===== src/rtl/mc_sequencer_pkg.sv =====
// Shared constants for the multi-cycle sequencer: opcodes, FSM state codes,
// instruction classes and the memory-wait limit used when SEQ_TIMEOUT_EN is defined.
package mc_sequencer_pkg;

   localparam logic [4:0] OP_RTYPE = 5'b00000;
   localparam logic [4:0] OP_ADDI  = 5'b00101;
   localparam logic [4:0] OP_SW    = 5'b00111;
   localparam logic [4:0] OP_LW    = 5'b01000;

   localparam logic [2:0] ST_FETCH  = 3'd0;
   localparam logic [2:0] ST_DECODE = 3'd1;
   localparam logic [2:0] ST_EXEC   = 3'd2;
   localparam logic [2:0] ST_MEM    = 3'd3;
   localparam logic [2:0] ST_WB     = 3'd4;

   typedef enum logic [1:0] {
      CLS_R    = 2'd0,
      CLS_ADDI = 2'd1,
      CLS_SW   = 2'd2,
      CLS_LW   = 2'd3
   } cls_e;

   // Last wait count before a stalled FETCH/MEM is abandoned.
   localparam logic [3:0] WAIT_MAX = 4'd15;

   function automatic logic is_mem_cls(input cls_e c);
      return (c == CLS_SW) || (c == CLS_LW);
   endfunction

endpackage


===== src/rtl/mc_decode.sv =====
// Combinational opcode-to-class decode for mc_sequencer; unknown opcodes
// raise o_illegal and report class R.
module mc_decode
   import mc_sequencer_pkg::*;
(
   input  logic [4:0] i_opcode,
   output logic [1:0] o_cls,
   output logic       o_illegal
);

   always_comb begin
      o_cls     = CLS_R;
      o_illegal = 1'b0;
      case (i_opcode)
         OP_RTYPE: o_cls = CLS_R;
         OP_ADDI:  o_cls = CLS_ADDI;
         OP_SW:    o_cls = CLS_SW;
         OP_LW:    o_cls = CLS_LW;
         default:  o_illegal = 1'b1;
      endcase
   end

endmodule


===== src/rtl/mc_sequencer.sv =====
// Multi-cycle instruction sequencer FSM (FETCH/DECODE/EXEC/MEM/WB).
// Define SEQ_TIMEOUT_EN to abort FETCH/MEM waits after 16 stalled cycles.
module mc_sequencer
   import mc_sequencer_pkg::*;
(
   input  logic       clock,
   input  logic       resetn,
   input  logic [4:0] opcode,
   input  logic [4:0] func,
   input  logic       imem_ready,
   input  logic       dmem_ready,
   output logic       imem_req,
   output logic       ir_we,
   output logic       pc_we,
   output logic       Rwe,
   output logic       Rdst,
   output logic       ALUinB,
   output logic [4:0] ALUop,
   output logic       dmem_req,
   output logic       DMwe,
   output logic       Rwd,
   output logic [2:0] state,
   output logic       illegal,
   output logic       timeout
);

   logic [2:0] r_state;
   cls_e       r_cls;
   logic [4:0] r_func;

   logic [1:0] w_dec_cls;
   logic       w_dec_illegal;
   logic [2:0] w_next_state;
   logic       w_wait_expired;
   logic       w_timeout;
   logic       w_sel_active;

   logic       w_imem_req, w_ir_we, w_pc_we, w_rwe;
   logic       w_rdst, w_aluinb, w_dmem_req, w_dmwe, w_rwd, w_illegal;
   logic [4:0] w_aluop;

   mc_decode u_decode (
      .i_opcode  (opcode),
      .o_cls     (w_dec_cls),
      .o_illegal (w_dec_illegal)
   );

   always_comb begin
      w_next_state = ST_FETCH;
      w_imem_req   = 1'b0;
      w_ir_we      = 1'b0;
      w_pc_we      = 1'b0;
      w_rwe        = 1'b0;
      w_dmem_req   = 1'b0;
      w_dmwe       = 1'b0;
      w_illegal    = 1'b0;
      w_timeout    = 1'b0;
      case (r_state)
         ST_FETCH: begin
            w_imem_req = 1'b1;
            if (imem_ready) begin
               w_ir_we      = 1'b1;
               w_next_state = ST_DECODE;
            end else if (w_wait_expired) begin
               w_timeout    = 1'b1;
               w_next_state = ST_FETCH;
            end else begin
               w_next_state = ST_FETCH;
            end
         end
         ST_DECODE: begin
            if (w_dec_illegal) begin
               w_illegal    = 1'b1;
               w_pc_we      = 1'b1;
               w_next_state = ST_FETCH;
            end else begin
               w_next_state = ST_EXEC;
            end
         end
         ST_EXEC: begin
            w_next_state = is_mem_cls(r_cls) ? ST_MEM : ST_WB;
         end
         ST_MEM: begin
            w_dmem_req = 1'b1;
            w_dmwe     = (r_cls == CLS_SW);
            if (dmem_ready) begin
               // A store retires here; a load still has to write back.
               w_pc_we      = (r_cls == CLS_SW);
               w_next_state = (r_cls == CLS_SW) ? ST_FETCH : ST_WB;
            end else if (w_wait_expired) begin
               w_timeout    = 1'b1;
               w_next_state = ST_FETCH;
            end else begin
               w_next_state = ST_MEM;
            end
         end
         ST_WB: begin
            w_rwe        = 1'b1;
            w_pc_we      = 1'b1;
            w_next_state = ST_FETCH;
         end
         default: w_next_state = ST_FETCH;
      endcase
   end

   // Datapath selects follow the latched class only while it is meaningful.
   always_comb begin
      w_sel_active = (r_state == ST_EXEC) || (r_state == ST_MEM) || (r_state == ST_WB);
      w_rdst       = 1'b0;
      w_aluinb     = 1'b0;
      w_rwd        = 1'b0;
      w_aluop      = 5'b00000;
      if (w_sel_active) begin
         w_rdst   = (r_cls == CLS_ADDI) || (r_cls == CLS_LW);
         w_aluinb = (r_cls == CLS_ADDI) || (r_cls == CLS_SW) || (r_cls == CLS_LW);
         w_rwd    = (r_cls == CLS_LW);
         w_aluop  = (r_cls == CLS_R) ? r_func : 5'b00000;
      end
   end

   always_ff @(posedge clock or negedge resetn) begin
      if (!resetn) begin
         r_state <= ST_FETCH;
         r_cls   <= CLS_R;
         r_func  <= 5'b00000;
      end else begin
         r_state <= w_next_state;
         if (r_state == ST_DECODE) begin
            r_cls  <= cls_e'(w_dec_cls);
            r_func <= func;
         end
      end
   end

`ifdef SEQ_TIMEOUT_EN
   logic [3:0] r_wait_cnt;
   logic       w_waiting;

   assign w_waiting = ((r_state == ST_FETCH) && !imem_ready) ||
                      ((r_state == ST_MEM)   && !dmem_ready);

   // Any state change (including the timeout retry of FETCH) restarts the count.
   always_ff @(posedge clock or negedge resetn) begin
      if (!resetn) begin
         r_wait_cnt <= 4'd0;
      end else if ((w_next_state != r_state) || w_timeout) begin
         r_wait_cnt <= 4'd0;
      end else if (w_waiting) begin
         r_wait_cnt <= r_wait_cnt + 4'd1;
      end
   end

   assign w_wait_expired = (r_wait_cnt == WAIT_MAX);
`else
   assign w_wait_expired = 1'b0;
`endif

   // Outputs are forced low for as long as reset is held, independent of the clock.
   assign imem_req = w_imem_req & resetn;
   assign ir_we    = w_ir_we    & resetn;
   assign pc_we    = w_pc_we    & resetn;
   assign Rwe      = w_rwe      & resetn;
   assign Rdst     = w_rdst     & resetn;
   assign ALUinB   = w_aluinb   & resetn;
   assign ALUop    = w_aluop    & {5{resetn}};
   assign dmem_req = w_dmem_req & resetn;
   assign DMwe     = w_dmwe     & resetn;
   assign Rwd      = w_rwd      & resetn;
   assign illegal  = w_illegal  & resetn;
   assign timeout  = w_timeout  & resetn;
   assign state    = r_state;

endmodule


===== config.mk =====
export PLATFORM = sky130hd
export DESIGN_NAME = mc_sequencer
export DESIGN_NICKNAME = d
export VERILOG_FILES = /design/src/rtl/mc_sequencer_pkg.sv /design/src/rtl/mc_decode.sv /design/src/rtl/mc_sequencer.sv
export SDC_FILE = /design/constraint.sdc
export NUM_CORES = 1
export LEC_CHECK = 0
export CORE_MARGIN = 3
export CORE_UTILIZATION = 42
export CTS_CLUSTER_DIAMETER = 150
export DETAILED_ROUTE_END_ITERATION = 8
export PLACE_DENSITY_LB_ADDON = 0.3
export SLEW_MARGIN = 15
export SYNTH_ARGS = -nofsm -noshare
export SYNTH_HDL_FRONTEND = slang
export SYNTH_SLANG_ARGS = --single-unit

===== constraint.sdc =====
create_clock -name clock -period 5.2 [get_ports clock]
set_input_delay 1.56 -clock clock [delete_from_list [all_inputs] [get_ports clock]]
set_output_delay 1.56 -clock clock [all_outputs]
set_load 0.01 [all_outputs]

# [After elaboration in Yosys (flattened, before gate mapping)]
# Cells that the tools add are included.
[totals] register_bits=10 inputBits=14 output_inout_bits=19
[op_classes] n_eq_ne=10 mux=22 bitwise_logic=11 reduce_logical=10
[op_table] operator="1-bit two-way mux" n=13
[op_table] operator="3-bit case mux with 4 select lines" n=1
[op_table] operator="1-bit bitwise AND" n=10
[op_table] operator="5-bit by 3-bit == test with 1-bit output, second input constant" n=2
[op_table] operator="5-bit two-way mux" n=2
[op_table] operator="3-bit two-way mux" n=3
[op_table] operator="3-bit by 2-bit == test with 1-bit output, second input constant" n=2
[op_table] operator="1-bit logical OR" n=6
[op_table] operator="2-bit case mux with 3 select lines" n=1
[op_table] operator="5-bit bitwise AND" n=1
[op_table] operator="5-bit by 4-bit == test with 1-bit output, second input constant" n=1
[op_table] operator="5-bit logical NOT" n=1
[op_table] operator="2-bit == test, second input constant" n=2
[op_table] operator="4-bit OR reduction" n=1
[op_table] operator="3-bit by 1-bit == test with 1-bit output, second input constant" n=1
[op_table] operator="3-bit == test, second input constant" n=1
[op_table] operator="3-bit logical NOT" n=1
[op_table] operator="1-bit case mux with 3 select lines" n=1
[op_table] operator="2-bit by 1-bit == test with 1-bit output, second input constant" n=1
[op_table] operator="2-bit logical NOT" n=1
[op_table] operator="2-bit two-way mux" n=1

# [Logic depth before layout (Yosys ltp)]
# Gate-level depths: netlist (run 1).
[depth] ltp_word=5 mapped_depth=5 depth_no_buf=3

# [Modules after synthesis]
# A second synthesis (run 1) with hierarchy kept.
[unflattened] hier_cells=66 area_unflattened_um2=664.4
[by_module_without_submodules] mod="mc_sequencer" instances=1 cells_each=58 area_per_inst_um2=603.1 seq_area_each_um2=250.2
[by_module_without_submodules] mod="mc_decode" instances=1 cells_each=8 area_per_inst_um2=61.3 seq_area_each_um2=0.0

# [Worst setup path before layout (run 1)]
# OpenSTA, ideal clock, no wires.
[synth_path] kind="input to output" from="input port opcode[4]" to="output port pc_we" arrival_ns=2.344 required_ns=3.640 path_slack_ns=1.296 cell_stages=3 cell_sequence="nor4_1 nor3_1 o31a_1"
[synth_via] elab_chain_len=5
[synth_lines] element="start, declared" line_no="mc_sequencer.sv:8" rtl="input logic [4:0] opcode,"
[synth_lines] element="5-bit by 3-bit == test with 1-bit output, or another cell as far along" line_no="mc_decode.sv:14" rtl="case (i_opcode)"
[synth_lines] element="4-bit OR reduction (no source line) (*)"
[synth_lines] element="1-bit two-way mux (*)" line_no="mc_sequencer.sv:72" rtl="if (w_dec_illegal) begin"
[synth_lines] element="1-bit case mux with 3 select lines (*)" line_no="mc_sequencer.sv:58" rtl="case (r_state)"
[synth_lines] element="1-bit bitwise AND (*)" line_no="mc_sequencer.sv:161" rtl="assign pc_we = w_pc_we & resetn;"
[synth_lines] element="end, declared" line_no="mc_sequencer.sv:14" rtl="output logic pc_we,"
# Mark *: on every way between the ends. The rest lies on a longest branch, timed or not.

# [Final worst setup path (run 1)]
[layout_path] from="input port opcode[2]" to="output port pc_we"
# The elaborated chain is that of the path after synthesis.

==> results of run 1 <==
state kept, by name (all words and copies together), names as in the netlist:
name / count
state: 3
r_cls: 2
r_func: 5
worst min-delay path by stage:
| stage | from | to | cells past startpoint |
|---|---|---|---|
| 3_5_place_dp | r_func[4] | r_func[4] | 2 |
| 6_report | r_func[3] | r_func[3] | 2 |
| 3_3_place_gp | r_func[1] | r_func[1] | 2 |
| 2_1_floorplan | r_func[0] | r_func[0] | 2 |
| 5_1_grt | r_func[2] | r_func[2] | 2 |
| 4_1_cts | r_func[4] | r_func[4] | 2 |
layer usage:
metal	track usage, %	wire (um)	vias to the layer above
li1	-	-	346
met1	19.76	647	318
met2	27.20	739	31
met3	5.859	130	2
met4	5.114	11	0
met5	0	0	-
power by group through the flow:
| stage | Sequential [mW] | Clock [mW] | Combinational, mW |
|---|---|---|---|
| floorplan | 0.102 | 0 | 0.0401 |
| detailed placement | 0.106 | 0 | 0.0667 |
| finish | 0.105 | 0.0688 | 0.0661 |
| global route | 0.107 | 0.0766 | 0.0732 |
| CTS | 0.105 | 0.0707 | 0.0670 |
| global placement | 0.105 | 0 | 0.0651 |
stage by stage:
stage	total power, mW	setup slack [ns]
6_report	0.2395	0.2245
3_3_place_gp	0.1703	0.2945
3_5_place_dp	0.1729	0.2263
2_1_floorplan	0.1420	1.296
4_1_cts	0.2422	0.2269
5_1_grt	0.2566	0.09659
critical path: stages:
cell and delay [ns]:
clkdlybuf4s50_1 0.52, nor4bb_1 0.46, nor3_1 0.10, o31a_1 0.29, clkdlybuf4s50_1 0.48
kinds of logic (layout without fill, tap and decap cells):
kind of cell | Yosys count | after routing | share of synthesized area [%]
and+or+nand+nor | 52 | 52 | 41.10
other | 1 | 1 | 0.5499
buffers and inverters | 6 | 38 | 5.687
DFF | 10 | 10 | 36.70
AOI/OAI and AO/OA | 12 | 12 | 15.97
layout make-up:
cell class | count | area share [%]
repair buffers | 32 | 31.05
inverters | 2 | 0.7335
well taps | 15 | 1.834
clock buffers | 4 | 3.545
multi-input cells | 65 | 38.39
flip-flops and latches | 10 | 24.45
synthesized netlist by cell type (all sizes together), types with 2 or more instances:
cell type and count:
nor3b 2, or3b 2, nand2 23, nor4 3, nor2 5, and2 6
nor2b 3, inv 2, o21ai 2, a21oi 3, buf 4, dfrtp 10
==> flow_summary.ini, run 1 <==
[outcome]
status = completed

[layout]
drive_above_1_share_pct = 8.850
fin_util_pct = 72.33
multi_input_area_um2 = 392.9
fin_nets = 128
diodes = 0
final_area_mm2 = 0.001023
area_delta_synth_final_pct = 50.09
final.fill_count = 118
final_cell_mix = 31 x clkdlybuf4s50_1, 23 x nand2_1, 10 x dfrtp_1
ff_latch_area_um2 = 250.2
fin_cells = 128
final_common_cell = clkdlybuf4s50_1

[synthesis]
synth_top_cell_area_share_pct = 36.70
synthArstFlopShare_pct = 100.0
syn_inst = 81
syn-cell-area_um2 = 681.9
synth_cell_types = 32
synth_edf_count = 0
seq_area_frac_synth_pct = 36.70
yosysTopAreaCell = dfrtp_1
avgSynthCellArea_um2 = 8.419
yosys_warnings = 0
synth_seq_cells = 10
synthTopCellsByArea = dfrtp_1 37%, nand2_1 13%, and2_1 4.6%, a2111oi_4 4.0%, nor2_1 2.8%
syn-num-nets = 95
synth_ff_type = dfrtp_1

[routing]
first_pass_iters = 4
routed_wl_mm = 1.529
post_drt_wl_per_cell_um = 11.95
drt-vias-per-instance = 5.445
drc = 0
detailroute.via_count = 697
ant_nets = 0
drt_iter0_drc = 9

[place]
port_buffers = 31
place_area_um2 = 987.2
gp_congestion = 0.7713
dp_hpwl_mm = 1.232
dp.cells = 124

[power_and_ir_drop]
swShare_pct = 29.20
p_comb_share_pct = 27.6
peakVddDrop_mv = 0.1960
powerDensity_mw_per_mm2 = 234.0
p_clk_share_pct = 28.7
p_int_mw = 0.1695
switchingPower_mw = 0.06992
seq_power_share_pct = 43.7
power_leakage_nw = 0.4596

[timing]
fin_setup_tns_ns = 0
fin_hold_ws_ns = 0.4693
finalSetupViolCount = 0
worst_pin_slew_ns = 0.6290
hold_viol = 0
period_minus_slack_ns = 4.976
slew_headroom_pct = 57.98
finClkSkew_ns = 0.002147
timing.fmax_mhz = 201.0
period_share_pct = 95.68
slew_viol_final = 0
grt_setup_unrepaired = no

[worst_setup_path]
criticalPathCategory = input port to output pin
cp-end-kind = output pin
endpoint = pc_we
worstPathArrival_ns = 3.42
crit_fanout = 5
worstReg2RegStart = state[0]
r2r-end = r_cls[0]
critPathLaunchType = input port
r2r_slack_ns = 3.67
required_ns = 3.64
crit_start = opcode[2]
worst-r2r-cell-count = 2

[global_route]
grt_max_degree = 17
track_usage_pct = 16.47
grt_pass1_wl_mm = 2.518
antenna_found_initial = 0
grt-ovfl-total = 0
grt_pass1_vias = 584

[clocking]
post_cts_buffers = 0
cts_buffers = 3
cts_root_buf = clkbuf_4
cts.sinks = 10
clk_path_buf_depth = 2
hold_buffers = 0
clkSlewWorstSetupHoldPaths_ns = 0.06
clk_latency_ns = 0.26
cts.htree.levels = 1
cts_resized = 0
cts_tree = done

[floorplanning]
die_h_um = 46.30
dieWidth_um = 46.30
coreArea_mm2 = 0.001415
ios = 33
die_area_mm2 = 0.002143
initial_core_util_pct = 48.19
num_rows = 13

[worst_hold_path]
hp-class = flop to flop

[run]
max_cap_violations = 0
Power figures use the tool's default switching activity.
==> inputs of run 2 (changes only) <==
--- a/config.mk
+++ b/config.mk
@@ -6,7 +6,7 @@
 export NUM_CORES = 1
 export LEC_CHECK = 0
 export CORE_MARGIN = 3
-export CORE_UTILIZATION = 42
+export CORE_UTILIZATION = 39
 export CTS_CLUSTER_DIAMETER = 150
 export DETAILED_ROUTE_END_ITERATION = 8
 export PLACE_DENSITY_LB_ADDON = 0.3
==> constraint.sdc (replaced) <==
create_clock -name clock -period 4.71 [get_ports clock]
set_input_delay 1.413 -clock clock [delete_from_list [all_inputs] [get_ports clock]]
set_output_delay 1.413 -clock clock [all_outputs]
set_load 0.01 [all_outputs]
==> run 2 against run 1 <==
Against the previous run:
- combinational power grew 13%
- non-clock buffer count up 2
- first-iteration DRC count up 44%
- final area increased by 3.7%
==> flow_summary.ini, run 2 (synthesis gave the netlist of run 1 again) <==
[layout]
ff_latch_area_um2 = 250.2
area_delta_synth_final_pct = 55.60
fin_cells = 131
max_flop_register = r_func
largest_register_ffs = 5
final.fill_count = 129
final_common_cell = clkdlybuf4s50_1
multi_input_area_um2 = 414.1
diodes = 0
final_cell_mix = 31 x clkdlybuf4s50_1, 23 x nand2_1, 10 x dfrtp_1
fin_nets = 130
drive_above_1_share_pct = 12.17

[floorplanning]
ios = 33
num_rows = 14
initial_core_util_pct = 43.25
die_area_mm2 = 0.002286
die_h_um = 47.82
coreArea_mm2 = 0.001577
dieWidth_um = 47.82

[timing]
fin_setup_tns_ns = 0
slew_viol_final = 0
grt_setup_unrepaired = no
finalSetupViolCount = 0
worst_pin_slew_ns = 0.5610
period_share_pct = 96.47
period_minus_slack_ns = 4.544
slew_headroom_pct = 62.52
setup_slack_ns = 0.1661
finClkSkew_ns = 0.002657
timing.fmax_mhz = 220.1
hold_viol = 0

[clocking]
clkSlewWorstSetupHoldPaths_ns = 0.07
clk_path_buf_depth = 2
cts_tree = done
clk_latency_ns = 0.27
cts.htree.levels = 1
cts.sinks = 10
cts_buffers = 3
cts_root_buf = clkbuf_4

[global_route]
grt_pass1_vias = 544
grt_pass1_wl_mm = 2.408
track_usage_pct = 15.31
antenna_found_initial = 0
grt_max_degree = 17
grt-ovfl-total = 0

[run]
max_cap_violations = 0

[worst_hold_path]
hp-class = flop to flop

[power_and_ir_drop]
power_leakage_nw = 0.4794
p_total_mw = 0.2699
powerDensity_mw_per_mm2 = 254.3
peakVddDrop_mv = 0.1520

[place]
dp.cells = 127
port_buffers = 31
gp_congestion = 0.7476
place_ws_ns = 0.08430
dp_hpwl_mm = 1.213

[worst_setup_path]
criticalPathCategory = input port to output pin
worstPathArrival_ns = 3.13
critPathLaunchType = input port
required_ns = 3.30
cp-end-kind = output pin
crit_fanout = 4

[routing]
post_drt_wl_per_cell_um = 12.50
ant_nets = 0
detailroute.via_count = 676
drc = 0
routed_wl_mm = 1.638
drt_iter0_drc = 13
drt-vias-per-instance = 5.160
first_pass_iters = 4

[outcome]
status = completed
run 2: area by class of cell:
cell class	count	share of cell area, %
Clock buffer	4	3.420
Inverter	2	0.7075
Multi-Input combinational cell	65	39.03
Sequential cell	10	23.58
Tap cell	16	1.887
Timing Repair Buffer	34	31.37
run 2: repair_timing:
action / 4_1_cts / 5_1_grt
hold buffers: 0 / 0
setup buffers: 0 / 0
endpoints found under the setup margin: 0 / 1
resized for setup: 0 / 3
hold endpoints to repair: 0 / 0
run 2: power breakdown:
group	internal [mW]	leakage (nW)	total [mW]	switching, mW
Sequential	0.102	0.129	0.116	0.0141
Combinational	0.0403	0.329	0.0750	0.0347
Clock	0.0469	0.0210	0.0792	0.0322
Total	0.189	0.479	0.270	0.0811
run 2: stage by stage:
stage / hold WS, ns / util [%] / area, um^2
floorplan: 0.4374 / - / 681.9
global placement: 0.4496 / 63.65 / 1003
detailed placement: 0.4540 / 63.65 / 1003
CTS: 0.4729 / 65.95 / 1040
global route: 0.4835 / 67.30 / 1061
finish: 0.4685 / 67.30 / 1061
run 2: worst paths after layout:
kind                                   to  cells past startpoint      start  slack (ns)
worst min-delay path            r_func[0]                      2  r_func[0]        0.47
max in group asynchronous        r_cls[1]                      2     resetn        3.06
worst min register to register  r_func[0]                      2  r_func[0]        0.47
worst max-delay path                pc_we                      5  opcode[4]        0.17
min in group asynchronous        r_cls[0]                      2     resetn        1.48
worst max register to register   r_cls[0]                      2   state[0]        3.18
run 2: metal layers:
layer	vias up	wire, um	GRT usage, %
met3	2	86	4.511
met1	307	770	20.23
met5	-	0	0
met2	18	766	22.43
met4	0	14	8.065
li1	349	-	-
run 2: critical path: stages:
cell	delay (ns)
clkdlybuf4s50_1	0.52
nor4_2	0.35
nor3_1	0.10
o31a_1	0.27
clkdlybuf4s50_1	0.47
